## src/rtl/multicycle_ctrl_fsm.sv

```systemverilog
// Multicycle control unit: fetches over a req/ready handshake, latches the instruction
// into IR, and sequences regfile, PC, RAM and writeback-mux controls per instruction class.
module multicycle_ctrl_fsm #(
    parameter  int DATA_W = 16,
    parameter  int NREGS  = 16,
    parameter  int CNT_W  = 16,
    localparam int REG_W  = $clog2(NREGS)
) (
    input  logic              clk,
    input  logic              reset,
    input  logic [DATA_W-1:0] mem_rdata,
    input  logic              mem_ready,
    input  logic [4:0]        flags_in,
    output logic              mem_req,
    output logic              mem_we,
    output logic              lsc_mux_selct,
    output logic [NREGS-1:0]  wEnable,
    output logic [7:0]        opcode,
    output logic [REG_W-1:0]  Rdest_select,
    output logic [REG_W-1:0]  Rsrc_select,
    output logic [7:0]        Imm_in,
    output logic              Imm_select,
    output logic              fsm_alu_mem_selct,
    output logic              flags_en,
    output logic              pc_en,
    output logic [1:0]        pc_mux_selct,
    output logic [7:0]        pc_add_k,
    output logic [CNT_W-1:0]  retired
);

    typedef enum logic [2:0] {
        S_FETCH, S_DECODE, S_EXEC, S_STORE, S_LOAD, S_LOAD_WB, S_BRANCH, S_JUMP
    } state_t;

    state_t              r_state;
    state_t              w_next_state;
    logic [DATA_W-1:0]   r_ir;
    logic [CNT_W-1:0]    r_retired;

    logic [3:0] w_top, w_ext, w_rd, w_rs;
    logic [7:0] w_opc;

    assign w_top = r_ir[15:12];
    assign w_ext = r_ir[7:4];
    assign w_rd  = r_ir[11:8];
    assign w_rs  = r_ir[3:0];
    assign w_opc = {w_top, w_ext};

    // Register indices at or beyond NREGS decode to an all-zero enable.
    function automatic logic [NREGS-1:0] reg_onehot(input logic [3:0] idx);
        logic [NREGS-1:0] v;
        v = '0;
        for (int i = 0; i < NREGS; i++) begin
            if (int'(idx) == i) v[i] = 1'b1;
        end
        return v;
    endfunction

    // flags = {L,C,F,Z,N}
    function automatic logic cond_true(input logic [3:0] cc, input logic [4:0] f);
        logic l, c, ff, z, n;
        {l, c, ff, z, n} = f;
        case (cc)
            4'h0: return z;
            4'h1: return !z;
            4'h2: return c;
            4'h3: return !c;
            4'h4: return l;
            4'h5: return !l;
            4'h6: return n;
            4'h7: return !n;
            4'h8: return ff;
            4'h9: return !ff;
            4'hA: return !l && !z;
            4'hB: return l || z;
            4'hC: return !n && !z;
            4'hD: return n || z;
            4'hE: return 1'b1;
            default: return 1'b0;
        endcase
    endfunction

    // ADD/ADDU/ADDC/SUB/SUBC/CMP/MUL share the same code in the ext field (R-type)
    // and in the top field (immediate form).
    function automatic logic is_flag_op(input logic [3:0] code);
        return code inside {4'h5, 4'h6, 4'h7, 4'h9, 4'hA, 4'hB, 4'hE};
    endfunction

    always_comb begin
        // NOTE: every output and the next state get a default first, so no path
        // through the case below can leave one unassigned and infer a latch.
        w_next_state      = r_state;
        mem_req           = 1'b0;
        mem_we            = 1'b0;
        lsc_mux_selct     = 1'b0;
        wEnable           = '0;
        opcode            = '0;
        Rdest_select      = '0;
        Rsrc_select       = '0;
        Imm_in            = '0;
        Imm_select        = 1'b0;
        fsm_alu_mem_selct = 1'b0;
        flags_en          = 1'b0;
        pc_en             = 1'b0;
        pc_mux_selct      = 2'd0;
        pc_add_k          = '0;

        if (!reset) begin
            opcode       = w_opc;
            Rdest_select = REG_W'(w_rd);
            Rsrc_select  = REG_W'(w_rs);
            Imm_in       = r_ir[7:0];
            Imm_select   = (w_top != 4'h0) && (w_top != 4'h4);

            case (r_state)
                S_FETCH: begin
                    mem_req = 1'b1;
                    if (mem_ready) w_next_state = S_DECODE;
                end
                S_DECODE: begin
                    if (w_top == 4'hC)                        w_next_state = S_BRANCH;
                    else if (w_top == 4'h4 && w_ext == 4'h4) w_next_state = S_STORE;
                    else if (w_top == 4'h4 && w_ext == 4'h0) w_next_state = S_LOAD;
                    else if (w_top == 4'h4 && w_ext == 4'hC) w_next_state = S_JUMP;
                    else                                      w_next_state = S_EXEC;
                end
                S_EXEC: begin
                    pc_en = 1'b1;
                    if (!(w_opc == 8'h0B || w_top == 4'hB || w_opc == 8'h00))
                        wEnable = reg_onehot(w_rd);
                    flags_en     = (w_top == 4'h0) ? is_flag_op(w_ext) : is_flag_op(w_top);
                    w_next_state = S_FETCH;
                end
                S_STORE: begin
                    mem_req       = 1'b1;
                    mem_we        = 1'b1;
                    lsc_mux_selct = 1'b1;
                    if (mem_ready) begin
                        pc_en        = 1'b1;
                        w_next_state = S_FETCH;
                    end
                end
                S_LOAD: begin
                    mem_req       = 1'b1;
                    lsc_mux_selct = 1'b1;
                    if (mem_ready) w_next_state = S_LOAD_WB;
                end
                S_LOAD_WB: begin
                    fsm_alu_mem_selct = 1'b1;
                    wEnable           = reg_onehot(w_rs);
                    pc_en             = 1'b1;
                    w_next_state      = S_FETCH;
                end
                S_BRANCH: begin
                    pc_en        = 1'b1;
                    pc_add_k     = r_ir[7:0];
                    pc_mux_selct = cond_true(w_rd, flags_in) ? 2'd1 : 2'd0;
                    w_next_state = S_FETCH;
                end
                S_JUMP: begin
                    pc_en        = 1'b1;
                    pc_mux_selct = cond_true(w_rd, flags_in) ? 2'd2 : 2'd0;
                    w_next_state = S_FETCH;
                end
                default: w_next_state = S_FETCH;
            endcase
        end
    end

    // NOTE: reset is sampled only on the clock edge; it aborts any pending access
    // by forcing FETCH, and pc_en is already gated off so retired cannot advance.
    always_ff @(posedge clk) begin
        if (reset) begin
            r_state   <= S_FETCH;
            r_ir      <= '0;
            r_retired <= '0;
        end else begin
            r_state <= w_next_state;
            if (r_state == S_FETCH && mem_ready) r_ir <= mem_rdata;
            if (pc_en) r_retired <= r_retired + 1'b1;
        end
    end

    assign retired = r_retired;

endmodule

```

## config.mk

```make
export PLATFORM = sky130hd
export DESIGN_NAME = multicycle_ctrl_fsm
export DESIGN_NICKNAME = d
export VERILOG_FILES = /design/src/rtl/multicycle_ctrl_fsm.sv
export SDC_FILE = /design/constraint.sdc
export NUM_CORES = 1
export LEC_CHECK = 0
export ABC_CLOCK_PERIOD_IN_PS = 1930
export BUFFER_PORTS_ARGS = -buffer_cell sky130_fd_sc_hd__buf_2
export CAP_MARGIN = 10
export CORE_AREA = 2 2 79 81
export CTS_CLUSTER_SIZE = 28
export DETAILED_ROUTE_END_ITERATION = 12
export DIE_AREA = 0 0 81 83
export PLACE_DENSITY = 0.69
export SLEW_MARGIN = 20
export SYNTH_ARGS = -nofsm -noshare
export SYNTH_HDL_FRONTEND = slang
export SYNTH_SLANG_ARGS = --single-unit
```

## constraint.sdc

```tcl
create_clock -name clk -period 1.93 [get_ports clk]
set_input_delay 0.4825 -clock clk [delete_from_list [all_inputs] [get_ports clk]]
set_output_delay 0.4825 -clock clk [all_outputs]
set_load 0.02 [all_outputs]
```

Yosys cells after proc, flatten, opt, wreduce, memory -nomap -nowiden

Cells that the tools add are included.

Bits in registers: 35
Input bits: 24
Output and inout bits: 73
Word-level logic and storage cells: 181

$add $sub $neg: 1
Eq/ne operators: 74
Muxes and demuxes: 73
Reduce and logical (&&, ||, !) cells: 30

Operator list:

| kind                    | number |
|---|---|
| $eq A4 B4 Y1 const B    | 33 |
| $eq A4 B3 Y1 const B    | 20 |
| $mux W1                 | 51 |
| $mux W16                | 2 |
| $mux W8                 | 4 |
| $pmux W16 S2            | 1 |
| $eq A4 B2 Y1 const B    | 6 |
| $mux W3                 | 7 |
| $logic_not A4 Y1        | 5 |
| $add A16 B1 Y16 const B | 1 |
| $pmux W1 S15            | 1 |
| $pmux W3 S5             | 1 |
| $reduce_bool A7 Y1      | 2 |
| $eq A3 B3 Y1 const B    | 4 |
| $eq A4 B1 Y1 const B    | 3 |
| $eq A8 B4 Y1 const B    | 1 |
| $logic_not A8 Y1        | 1 |
| $mux W4                 | 2 |
| $logic_and A1 B1 Y1     | 7 |
| $eq A3 B2 Y1 const B    | 2 |
| $ne A2 B2 Y1 const B    | 3 |
| $logic_not A1 Y1        | 5 |
| $logic_or A1 B1 Y1      | 4 |
| $mux W2                 | 2 |
| 10 further kinds        | 10 |

Depth between registers and ports, before layout

Gate-level depths: netlist of run 1.

Word-level depth: 8
Depth in mapped cells: 7
Mapped depth without buffers: 4

Worst setup path after synthesis of run 1

No wires, ideal clock.

Kind: input to output
From: in flags_in[1]
To: out pc_mux_selct[1]
Data arrival time: 1.867 ns
Data required time: 1.447 ns
Setup slack: -0.420 ns
Cell stages on the path: 4
Buffers on the path: 0
Path through: o21ba_2 -> nor4b_1 -> a21oi_1 -> a2111oi_1

Word-level cells in the longest chain between the ends: 8
Elaborated cells between the ends (all ways): 11
Those cells by class: mux (6); reduce/logical (5)

Ends and longest elaborated chain:

| what                                          | RTL line   | text |
|---|---|---|
| start: declaration                            | 13         | `input logic [4:0] flags_in,` |
| $logic_not A1 Y1                              | 65, 74, 76 |  |
| $logic_and A1 B1 Y1, on equally long branches | 76, 74     |  |
| $pmux W1 S15 *                                | 63         | `case (cc)` |
| $mux W1 *                                     | 115        | `case (r_state)` |
| $mux W1 *                                     | 108        | `if (!reset) begin` |
| $mux W2 *                                     | 162        | `pc_mux_selct = cond_true(w_rd, flags_in) ? 2'd2 : 2'd0;` |
| $pmux W2 S2 *                                 | 115        |  |
| $mux W2 *                                     | 108        |  |
| end: declaration                              | 26         | `output logic [1:0] pc_mux_selct,` |

Mark *: on every way between the ends. The rest lies on a longest branch, timed or not. The select of a mux whose other input is x is not followed.

Worst setup path after layout of run 1

From: reg r_ir[10]
To: out pc_mux_selct[1]

Word-level cells in the longest chain between the ends: 7
Elaborated cells between the ends (all ways): 21
Those cells by class: eq/ne (14); mux (6); reduce/logical (1)

Ends and longest elaborated chain:

| what                                       | RTL line | text |
|---|---|---|
| start: declaration                         | 37       | `logic [DATA_W-1:0] r_ir;` |
| start signal: assignment                   | 179      | `if (r_state == S_FETCH && mem_ready) r_ir <= mem_rdata;` |
| $eq A4 B4 Y1, or another cell as far along | 63       |  |
| $pmux W1 S15 *                             | 63       |  |
| $mux W1 *                                  | 115      |  |
| $mux W1 *                                  | 108      |  |
| $mux W2 *                                  | 162      |  |
| $pmux W2 S2 *                              | 115      |  |
| $mux W2 *                                  | 108      |  |

Marks and branches as above.

==> reports/summary.json, run 1 <==
{
  "run_status": {"value": "complete, but fails checks"},
  "failing_checks": {"value": "negative setup slack"},
  "power_density": {"value": 503, "unit": "nW/um^2"},
  "synth.avg_cell_area": {"value": 7.21, "unit": "um^2"},
  "reg2reg_from": {"value": "r_state[0]"},
  "final_nets": {"value": 516},
  "clockRootBuffer": {"value": "clkbuf_8"},
  "placement.cell_area": {"value": 3520, "unit": "um^2"},
  "grt_first_pass_wirelength": {"value": 13200, "unit": "um"},
  "layout_setup_ws": {"value": -0.332, "unit": "ns"},
  "die_h": {"value": 83, "unit": "um"},
  "worst-slew-pin-transition": {"value": 0.411, "unit": "ns"},
  "area_growth_syn_to_layout": {"value": 65.4, "unit": "%"},
  "grt_util_all_layers": {"value": 24.0, "unit": "%"},
  "timing.clock.skew": {"value": 0.00796, "unit": "ns"},
  "cts_hold_repair.buffers": {"value": 0},
  "totalWireLength": {"value": 8900, "unit": "um"},
  "timing.critical_path.to": {"value": "pc_mux_selct[1]"},
  "drive_gt1_share": {"value": 53.3, "unit": "%"},
  "critical_path_arrival": {"value": 1.78, "unit": "ns"},
  "detail_route.vias_per_cell": {"value": 5.61},
  "grt_remaining_overflow": {"value": 0},
  "cts_tree": {"value": "yes"},
  "register_area": {"value": 733, "unit": "um^2"},
  "floorplan.rows": {"value": 28},
  "pin_count": {"value": 97},
  "synth.lib_cells_used.distinct": {"value": 60},
  "grt_max_degree": {"value": 25},
  "design.core.area": {"value": 5820, "unit": "um^2"},
  "synth-seq-cells": {"value": 35},
  "detail_route.wl_per_cell": {"value": 15.7, "unit": "um"},
  "crit_type": {"value": "flop to output pin"},
  "fmax": {"value": 0.442, "unit": "GHz"},
  "antenna-diode-count": {"value": 0},
  "cell_taking_the_most_area_after_synthesis": {"value": "dfxtp_1"},
  "drt.antenna.violating_nets": {"value": 0},
  "multi_input_area": {"value": 2070, "unit": "um^2"},
  "final.period_utilization": {"value": 117, "unit": "%"},
  "number_of_enable_flip_flop_cells_after_synthesis": {"value": 0},
  "synth.cell_area": {"value": 2600, "unit": "um^2"},
  "setup_viol": {"value": 30},
  "hold_viol_final": {"value": 0},
  "report.final.slew_viol_count": {"value": 0},
  "dominantRegCellSynth": {"value": "dfxtp_1"},
  "min_period": {"value": 2.26, "unit": "ns"},
  "final-instance-count-excl-fill": {"value": 567},
  "fill_cells": {"value": 442},
  "crit_path_start_kind": {"value": "flop"},
  "grt_pass1_vias": {"value": 2872},
  "dp.final_hpwl": {"value": 5640, "unit": "um"},
  "initial_utilization": {"value": 44.6, "unit": "%"},
  "power.ir.vdd_worst": {"value": 0.357, "unit": "mV"},
  "drt_first_pass_iters": {"value": 4},
  "synth-seq-area-share": {"value": 27.0, "unit": "%"},
  "portBuffers": {"value": 96},
  "drc": {"value": 0},
  "async_flop_share": {"value": 0, "unit": "%"},
  "synth_top_area_share": {"value": 27.0, "unit": "%"},
  "critical_path.reg2reg.endpoint": {"value": "retired[9]"},
  "synth_common_cells": {"value": "nand2_1, a21oi_1, dfxtp_1, nor2_1, nor2b_1"},
  "post-place-cells": {"value": 548},
  "end_kind": {"value": "output pin"},
  "clock-sinks": {"value": 35},
  "ys_warn_count": {"value": 0},
  "setup_repair_after_global_routing_missed_its_margin": {"value": "true"},
  "min_path_type": {"value": "input port to flop"},
  "clock_latency": {"value": 0.30, "unit": "ns"},
  "count_of_cells_along_the_worst_register_to_register_path": {"value": 9},
  "worstSetupStartpoint": {"value": "r_ir[10]"},
  "required_time_of_the_critical_path": {"value": 1.45, "unit": "ns"},
  "detail_route.iter0.violations": {"value": 157},
  "clkSlewWorstSetupHoldPaths": {"value": 0.07, "unit": "ns"},
  "synth_cells": {"value": 360},
  "htree_num_levels": {"value": 2},
  "layout.cell_area.non_filler": {"value": 4300, "unit": "um^2"},
  "path_max_fanout": {"value": 8},
  "postSynthNetCount": {"value": 385},
  "die_width": {"value": 81, "unit": "um"},
  "dpl_worst_slack": {"value": -0.319, "unit": "ns"},
  "cts_made_buffers": {"value": 5},
  "timing.reg2reg.setup_slack": {"value": 0.08, "unit": "ns"},
  "most_frequent_cell_after_synthesis": {"value": "nand2_1"},
  "synth.area.top_cells": {"value": "dfxtp_1, a21oi_1, nand2_1, nor2b_1, nor2_1"},
  "post-route-util": {"value": 73.9, "unit": "%"},
  "antenna_violations_before_repair": {"value": 0},
  "cap_violations": {"value": 0},
  "slew_headroom": {"value": 72.4, "unit": "%"},
  "cts_buffer_depth": {"value": 2},
  "die_area": {"value": 6720, "unit": "um^2"},
  "gp_routability_congestion": {"value": 0.901},
  "detailroute.via_count": {"value": 3179},
  "power.static_leakage": {"value": 0.00177, "unit": "uW"}
}
where the power goes:
group	switching [uW]	internal [uW]
combinational	315	258
sequential	40.6	747
clock	285	515
total	640	1520
worst max-delay path, stage by stage (launching register included):
cell and delay (ns):
dfxtp_4 0.39, nand2b_1 0.16, a221oi_2 0.29, a21oi_2 0.13
a2111oi_4 0.32, buf_4 0.20
metal layers:
metal | track usage [%] | wire [um] | vias up | share of wire, %
li1 | - | - | 1537 | -
met1 | 29.7 | 3530 | 1500 | 40
met2 | 42.8 | 4740 | 121 | 53
met3 | 3.15 | 458 | 21 | 5.1
met4 | 6.32 | 162 | 0 | 1.8
met5 | 0 | 0 | - | 0
cells by family after synthesis:
logic type               count (synthesis)  synth area share, %
AND/OR/NAND/NOR                        193                 40.6
AO/OA/AOI/OAI                           78                 19.0
buffers and inverters                   45                 9.83
flip-flops                              35                 27.0
multiplexers                             5                 2.02
XOR/XNOR                                 3                 1.01
adder cells (fa/ha/maj)                  1                0.482
registers in the layout, indices dropped and copies added, names as in the netlist:
signal and count:
r_state 3, r_ir 16, retired 16
worst min-delay path by stage:
stage	start	to	slack (ns)	cells after the start
after floorplan	r_ir[3]	r_ir[3]	0.46	2
after global placement	retired[5]	retired[5]	0.47	2
after detailed placement	r_ir[14]	r_ir[14]	0.48	2
after CTS	mem_rdata[9]	r_ir[9]	0.41	3
after global routing	mem_rdata[13]	r_ir[13]	0.42	3
final	mem_rdata[9]	r_ir[9]	0.41	3
metrics by stage:
step	setup TNS (ns)	hold slack, ns	total power (uW)
floorplan	-0.115	0.462	1080
global placement	-0.771	0.470	1260
detailed placement	-0.951	0.482	1270
CTS	-5.31	0.413	2110
global route	-8.35	0.425	2230
finish	-6.76	0.412	2160
layout make-up:
| cell class | count | share of cell area (%) |
|---|---|---|
| multi-input cells | 280 | 48.1 |
| repair buffers | 163 | 28.9 |
| flip-flops and latches | 35 | 17.1 |
| well taps | 75 | 2.18 |
| clock buffers | 5 | 1.60 |
| clock inverters | 3 | 1.57 |
| inverters | 6 | 0.524 |
timing repair:
item / in CTS / in global routing
pin swaps: 22 / 17
setup buffers: 8 / 4
resized for setup: 96 / 53
setup endpoints to repair: 31 / 45
gates cloned: 0 / 1
layout by cell type, fill, tap and decap left out, types with 3 or more instances in the layout:
| cell type | netlist | layout |
|---|---|---|
| a21oi_1 | 41 | 29 |
| a21oi_2 | 0 | 9 |
| a21oi_4 | 0 | 3 |
| a31oi_4 | 0 | 4 |
| and2_4 | 0 | 8 |
| and3_1 | 5 | 5 |
| buf_12 | 0 | 3 |
| buf_2 | 9 | 64 |
| buf_4 | 9 | 62 |
| buf_6 | 3 | 33 |
| clkbuf_8 | 1 | 5 |
| dfxtp_1 | 35 | 21 |
| dfxtp_2 | 0 | 8 |
| dfxtp_4 | 0 | 6 |
| inv_1 | 5 | 4 |
| nand2_1 | 53 | 52 |
| nand2b_1 | 6 | 4 |
| nand3_1 | 10 | 9 |
| nand4_1 | 4 | 4 |
| nand4b_1 | 5 | 5 |
| nor2_1 | 35 | 25 |
| nor2_2 | 0 | 7 |
| nor2_4 | 0 | 3 |
| nor2b_1 | 23 | 21 |
| nor3_1 | 13 | 8 |
| nor3_2 | 0 | 4 |
| o31ai_1 | 10 | 10 |
| or4_1 | 10 | 8 |
Note: power is estimated with default switching activity, not from simulation.
==> run 2: changes to the inputs <==
--- a/config.mk
+++ b/config.mk
@@ -5,14 +5,17 @@
 export SDC_FILE = /design/constraint.sdc
 export NUM_CORES = 1
 export LEC_CHECK = 0
+export ABC_AREA = 1
 export ABC_CLOCK_PERIOD_IN_PS = 1930
 export BUFFER_PORTS_ARGS = -buffer_cell sky130_fd_sc_hd__buf_2
 export CAP_MARGIN = 10
-export CORE_AREA = 2 2 79 81
+export CELL_PAD_IN_SITES_DETAIL_PLACEMENT = 1
+export CELL_PAD_IN_SITES_GLOBAL_PLACEMENT = 2
+export CORE_AREA = 2 2 108 110
 export CTS_CLUSTER_SIZE = 28
 export DETAILED_ROUTE_END_ITERATION = 12
-export DIE_AREA = 0 0 81 83
-export PLACE_DENSITY = 0.69
+export DIE_AREA = 0 0 110 112
+export PLACE_DENSITY = 0.75
 export SLEW_MARGIN = 20
 export SYNTH_ARGS = -nofsm -noshare
 export SYNTH_HDL_FRONTEND = slang
==> reports/summary.json, run 2 <==
{
  "fmax": {"value": 0.457, "unit": "GHz"},
  "post-place-cells": {"value": 704},
  "die_width": {"value": 110, "unit": "um"},
  "timing.reg2reg.setup_slack": {"value": 0.29, "unit": "ns"},
  "cell_taking_the_most_area_after_synthesis": {"value": "dfxtp_1"},
  "postSynthNetCount": {"value": 482},
  "design.core.area": {"value": 11200, "unit": "um^2"},
  "grt_max_degree": {"value": 33},
  "report.final.slew_viol_count": {"value": 0},
  "final-instance-count-excl-fill": {"value": 732},
  "clkSlewWorstSetupHoldPaths": {"value": 0.06, "unit": "ns"},
  "min_period": {"value": 2.19, "unit": "ns"},
  "post-route-util": {"value": 36.0, "unit": "%"},
  "async_flop_share": {"value": 0, "unit": "%"},
  "crit_path_start_kind": {"value": "flop"},
  "met3_wirelength": {"value": 529, "unit": "um"},
  "floorplan.rows": {"value": 39},
  "synth.lib_cells_used.distinct": {"value": 25},
  "critical_path.reg2reg.endpoint": {"value": "retired[3]"},
  "htree_num_levels": {"value": 2},
  "portBuffers": {"value": 96},
  "synth_top_family_by_area": {"value": "simple AND/OR/NAND/NOR gates"},
  "synth-seq-cells": {"value": 35},
  "most_frequent_standard_cell_in_the_layout_excluding_fill_and_tap_cells": {"value": "nand2_1"},
  "required_time_of_the_critical_path": {"value": 1.45, "unit": "ns"},
  "die_h": {"value": 112, "unit": "um"},
  "most_frequent_cell_after_synthesis": {"value": "nand2_1"},
  "timing.critical_path.to": {"value": "wEnable[2]"},
  "most_frequent_cells_in_the_layout": {"value": "nand2_1, buf_2, buf_4"},
  "detail_route.iter0.violations": {"value": 164},
  "setup_viol": {"value": 21},
  "drc": {"value": 0},
  "final.period_utilization": {"value": 113, "unit": "%"},
  "yosys.area_share.simple": {"value": 40.3, "unit": "%"},
  "synth_adder_area_share": {"value": 0.480, "unit": "%"},
  "power.static_leakage": {"value": 0.00189, "unit": "uW"},
  "fill_cells": {"value": 1485},
  "power.ir.vdd_worst": {"value": 0.336, "unit": "mV"},
  "antenna_violations_before_repair": {"value": 0},
  "clock-sinks": {"value": 35},
  "synth_area_in_xor_xnor": {"value": 1.34, "unit": "%"},
  "setup_repair_after_global_routing_missed_its_margin": {"value": "true"},
  "area_growth_syn_to_layout": {"value": 54.4, "unit": "%"},
  "dominantRegCellSynth": {"value": "dfxtp_1"},
  "failing_checks": {"value": "negative setup slack"},
  "timing.clock.skew": {"value": 0.00349, "unit": "ns"},
  "critical_path_arrival": {"value": 1.71, "unit": "ns"},
  "worstSetupStartpoint": {"value": "r_state[1]"},
  "cts_tree": {"value": "yes"},
  "initial_utilization": {"value": 23.3, "unit": "%"},
  "power_density": {"value": 609, "unit": "nW/um^2"},
  "path_max_fanout": {"value": 4},
  "synth.avg_cell_area": {"value": 5.71, "unit": "um^2"},
  "antenna-diode-count": {"value": 0},
  "synth_cells": {"value": 457},
  "cts_hold_repair.buffers": {"value": 0},
  "grt_first_pass_wirelength": {"value": 17000, "unit": "um"},
  "area_fraction_in_compound_gates_after_synthesis": {"value": 17.7, "unit": "%"},
  "number_of_enable_flip_flop_cells_after_synthesis": {"value": 0},
  "layout_setup_ws": {"value": -0.258, "unit": "ns"},
  "min_path_type": {"value": "input port to flop"},
  "synth_top_area_share": {"value": 26.9, "unit": "%"},
  "drt.antenna.violating_nets": {"value": 0},
  "detailroute.via_count": {"value": 3320},
  "grt_pass1_vias": {"value": 3411},
  "pin_count": {"value": 97},
  "cts_made_buffers": {"value": 5},
  "final_nets": {"value": 613},
  "end_kind": {"value": "output pin"},
  "clock_latency": {"value": 0.28, "unit": "ns"},
  "slew_headroom": {"value": 74.3, "unit": "%"},
  "synth.area.top_cells": {"value": "dfxtp_1, nand2_1, nor2_1, a21oi_1, inv_1"},
  "die_area": {"value": 12300, "unit": "um^2"},
  "met2WireLength": {"value": 5040, "unit": "um"},
  "detail_route.wl_per_cell": {"value": 14.4, "unit": "um"},
  "wl_met1": {"value": 4840, "unit": "um"},
  "grt_remaining_overflow": {"value": 0},
  "ys_warn_count": {"value": 0},
  "drive_gt1_share": {"value": 42.1, "unit": "%"},
  "detail_route.vias_per_cell": {"value": 4.54},
  "reg2reg_from": {"value": "r_state[1]"},
  "run_status": {"value": "complete, but fails checks"},
  "gp_routability_congestion": {"value": 0.838},
  "drt_first_pass_iters": {"value": 4},
  "synth-seq-area-share": {"value": 26.9, "unit": "%"},
  "dp.final_hpwl": {"value": 8090, "unit": "um"},
  "hold_viol_final": {"value": 0},
  "count_of_cells_along_the_worst_register_to_register_path": {"value": 12},
  "post_synth_mux_area_share": {"value": 0, "unit": "%"},
  "cap_violations": {"value": 0},
  "worst-slew-pin-transition": {"value": 0.386, "unit": "ns"},
  "synth_common_cells": {"value": "nand2_1, nor2_1, inv_1"},
  "clockRootBuffer": {"value": "clkbuf_16"},
  "totalWireLength": {"value": 10500, "unit": "um"},
  "top_signal_layer_used": {"value": "met4"},
  "cts_buffer_depth": {"value": 2},
  "crit_type": {"value": "flop to output pin"},
  "synth.cell_area": {"value": 2610, "unit": "um^2"},
  "grt_util_all_layers": {"value": 17.4, "unit": "%"}
}
run 2: changes by cell type in the layout (fill, tap and decap cells not counted), moves of 10 or more:
cell     change
inv_1       +39
nor2_1      +25
o31ai_1     -10
buf_6       -16
nand2_1     +73
nand3_1     +12
nor2b_1     -21
nand2_2     +22
a21oi_1     +12
o21ai_0     +19
run 2: worst min path at each step:
stage / start / slack, ns / to / cells after the start
after CTS: mem_rdata[11] / 0.49 / r_ir[11] / 3
final: mem_rdata[12] / 0.49 / r_ir[12] / 3
after global routing: mem_rdata[12] / 0.51 / r_ir[12] / 3
after global placement: retired[15] / 0.48 / retired[15] / 2
after detailed placement: retired[15] / 0.50 / retired[15] / 2
after floorplan: r_ir[12] / 0.48 / r_ir[12] / 2
run 2: worst max-delay path: stages, from the launching register on:
cell and delay (ns):
dfxtp_2 0.34, inv_2 0.05, nor2_4 0.09, nand2_2 0.07, inv_4 0.05, o21ai_2 0.06
a21oi_4 0.18, buf_6 0.14, buf_6 0.09, nand2_2 0.04, a21oi_2 0.15, buf_4 0.16
run 2: logic make-up after synthesis:
family / Yosys count
DFF: 35
adders and majority gates: 1
AOI/OAI and AO/OA: 81
buffers and inverters: 79
and+or+nand+nor: 257
xor gates and xnor gates: 4
run 2: power breakdown:
group	internal (uW)	leakage, uW	switching [uW]
clock	478	0.0000679	329
sequential	779	0.000291	62.7
combinational	298	0.00153	505
run 2: timing repair:
action                     4_1_cts  5_1_grt
pin swaps                        6        8
buffers inserted                12        7
gates resized for setup         84       53
setup endpoints to repair       28       31
hold endpoints to repair         0        0
cloned                           1        1
run 2: cell type report:
type	instances	area, um^2	area share [%]
clock buffers	7	133	3.29
clock inverters	1	5.00	0.124
inverters	57	226	5.63
multi-input cells	344	1760	43.7
flip-flops and latches	35	726	18.0
well taps	143	179	4.45
repair buffers	145	997	24.8
run 2: through the flow:
stage / hold WS, ns / setup slack (ns) / TNS, ns / area (um^2) / total power [uW]
floorplan: 0.478 / 0.0124 / 0 / 2610 / 1260
global placement: 0.482 / -0.0816 / -0.183 / 3380 / 1490
detailed placement: 0.498 / -0.144 / -0.279 / 3380 / 1500
CTS: 0.488 / -0.217 / -4.36 / 3820 / 2430
global route: 0.510 / -0.347 / -6.08 / 4030 / 2600
finish: 0.485 / -0.258 / -3.88 / 4030 / 2450
run 2: layer usage:
layer  track usage, %  up-vias
met5                0        -
li1                 -     1686
met3             2.46        7
met4             3.80        0
met2             30.2       84
met1             22.5     1543
==> run 3: changes to the inputs <==
--- a/config.mk
+++ b/config.mk
@@ -7,7 +7,7 @@
 export LEC_CHECK = 0
 export ABC_AREA = 1
 export ABC_CLOCK_PERIOD_IN_PS = 1930
-export BUFFER_PORTS_ARGS = -buffer_cell sky130_fd_sc_hd__buf_2
+export BUFFER_PORTS_ARGS = -buffer_cell sky130_fd_sc_hd__buf_4
 export CAP_MARGIN = 10
 export CELL_PAD_IN_SITES_DETAIL_PLACEMENT = 1
 export CELL_PAD_IN_SITES_GLOBAL_PLACEMENT = 2
==> reports/summary.json, run 3 (same netlist as run 2, synthesis figures left out) <==
{
  "clock-sinks": {"value": 35},
  "initial_utilization": {"value": 23.3, "unit": "%"},
  "min_path_type": {"value": "input port to flop"},
  "power.ir.vdd_worst": {"value": 0.326, "unit": "mV"},
  "setup_repair_after_global_routing_missed_its_margin": {"value": "true"},
  "antenna-diode-count": {"value": 0},
  "fmax": {"value": 0.472, "unit": "GHz"},
  "portBuffers": {"value": 96},
  "required_time_of_the_critical_path": {"value": 1.45, "unit": "ns"},
  "clockRootBuffer": {"value": "clkbuf_16"},
  "power.static_leakage": {"value": 0.00182, "unit": "uW"},
  "setup_viol": {"value": 18},
  "cts_tree": {"value": "yes"},
  "detail_route.iter0.violations": {"value": 101},
  "floorplan.rows": {"value": 39},
  "htree_num_levels": {"value": 2},
  "layout_setup_ws": {"value": -0.187, "unit": "ns"},
  "drc": {"value": 0},
  "grt_max_degree": {"value": 38},
  "reg2reg_from": {"value": "retired[0]"},
  "area_growth_syn_to_layout": {"value": 55.8, "unit": "%"},
  "min_period": {"value": 2.12, "unit": "ns"},
  "drt.antenna.violating_nets": {"value": 0},
  "die_h": {"value": 112, "unit": "um"},
  "detail_route.wl_per_cell": {"value": 14.3, "unit": "um"},
  "cts_made_buffers": {"value": 5},
  "clkSlewWorstSetupHoldPaths": {"value": 0.05, "unit": "ns"},
  "grt_first_pass_wirelength": {"value": 16400, "unit": "um"},
  "most_frequent_cells_in_the_layout": {"value": "nand2_1, buf_4, nor2_1"},
  "drt_first_pass_iters": {"value": 4},
  "pin_count": {"value": 97},
  "final_nets": {"value": 598},
  "crit_path_start_kind": {"value": "flop"},
  "worst-slew-pin-transition": {"value": 0.364, "unit": "ns"},
  "hold_path_startpoint": {"value": "mem_rdata[0]"},
  "design.core.area": {"value": 11200, "unit": "um^2"},
  "dp.final_hpwl": {"value": 8020, "unit": "um"},
  "antenna_violations_before_repair": {"value": 0},
  "worst_hold_slack": {"value": 0.485, "unit": "ns"},
  "drive_gt1_share": {"value": 40.1, "unit": "%"},
  "grt_pass1_vias": {"value": 3353},
  "grt_remaining_overflow": {"value": 0},
  "failing_checks": {"value": "negative setup slack"},
  "post-route-util": {"value": 36.4, "unit": "%"},
  "cts_buffer_depth": {"value": 2},
  "final.period_utilization": {"value": 110, "unit": "%"},
  "grt_util_all_layers": {"value": 16.7, "unit": "%"},
  "crit_type": {"value": "flop to output pin"},
  "clock_latency": {"value": 0.28, "unit": "ns"},
  "hold_end": {"value": "r_ir[0]"},
  "detail_route.vias_per_cell": {"value": 4.55},
  "cts_hold_repair.buffers": {"value": 0},
  "die_width": {"value": 110, "unit": "um"},
  "end_kind": {"value": "output pin"},
  "path_max_fanout": {"value": 5},
  "critical_path.reg2reg.endpoint": {"value": "retired[8]"},
  "hold_viol_final": {"value": 0},
  "timing.clock.skew": {"value": 0.00282, "unit": "ns"},
  "power_density": {"value": 620, "unit": "nW/um^2"},
  "slew_headroom": {"value": 75.7, "unit": "%"},
  "hold_depth": {"value": 3},
  "timing.reg2reg.setup_slack": {"value": 0.27, "unit": "ns"},
  "most_frequent_standard_cell_in_the_layout_excluding_fill_and_tap_cells": {"value": "nand2_1"},
  "die_area": {"value": 12300, "unit": "um^2"},
  "count_of_cells_along_the_worst_register_to_register_path": {"value": 7},
  "cap_violations": {"value": 0},
  "run_status": {"value": "complete, but fails checks"},
  "report.final.slew_viol_count": {"value": 0},
  "detailroute.via_count": {"value": 3264},
  "critical_path_arrival": {"value": 1.63, "unit": "ns"},
  "totalWireLength": {"value": 10200, "unit": "um"},
  "gp_routability_congestion": {"value": 0.868}
}
==> run 3: changes by cell type in the layout (fill, tap and decap cells not counted), sizes merged <==
cell / change
clkbuf: +1
buf: -14
nand2: -1
inv: -2
clkinv: +1
==> run 3: worst max path at each step <==
| stage | start | endpoint | slack [ns] | cells after the start |
|---|---|---|---|---|
| 6_report | r_ir[10] | pc_mux_selct[1] | -0.19 | 10 |
| 4_1_cts | r_state[1] | wEnable[0] | -0.18 | 10 |
| 5_1_grt | r_state[1] | wEnable[2] | -0.29 | 10 |
| 2_1_floorplan | reset | flags_en | 0.01 | 5 |
| 3_5_place_dp | r_ir[9] | pc_mux_selct[1] | -0.06 | 11 |
| 3_3_place_gp | r_ir[9] | pc_mux_selct[0] | -0.05 | 9 |
==> run 3: final cells by class <==
type	instances	area, um^2
repair buffers	131	1040
flip-flops and latches	35	728
well taps	143	179
inverters	57	221
fillers	1444	7110
multi-input cells	343	1740
clock buffers	8	156
==> run 3: report_power, final <==
part / switching, uW / internal (uW)
logic: 494 / 310
clock network: 318 / 550
registers: 68.3 / 779
==> run 3: per-layer routing <==
metal | GRT usage, % | share of wire [%] | vias up
li1 | - | - | 1659
met1 | 21.6 | 46 | 1507
met2 | 28.5 | 47 | 89
met3 | 2.75 | 5.4 | 9
met4 | 3.88 | 0.98 | 0
met5 | 0 | 0 | -
==> run 3: what timing repair did <==
item	CTS	global route
pin swaps	1	6
cloned	0	0
resized for setup	56	34
buffers inserted	0	9
setup endpoints to repair	29	31
==> run 3: metrics by stage <==
step                      TNS [ns]  setup slack (ns)  area (um^2)  cells  power, uW
final                        -2.37            -0.187         4060    717       2520
after global routing         -5.13            -0.291         4060    717       2680
after CTS                    -2.97            -0.179         3880    708       2480
after detailed placement    -0.103           -0.0597         3600    700       1540
after global placement     -0.0990           -0.0513         3600    700       1530
after floorplan                  0            0.0124         2610    457       1260
==> run 3: critical path, stage by stage, from the launching register on <==
cell and delay (ns):
dfxtp_4 0.38, inv_2 0.09, nand2_1 0.10, nor2_2 0.15, nand2_1 0.07, nand2_1 0.07, nand2_1 0.05, nand3_1 0.09
nor2_2 0.06, nor2_1 0.13, buf_4 0.16
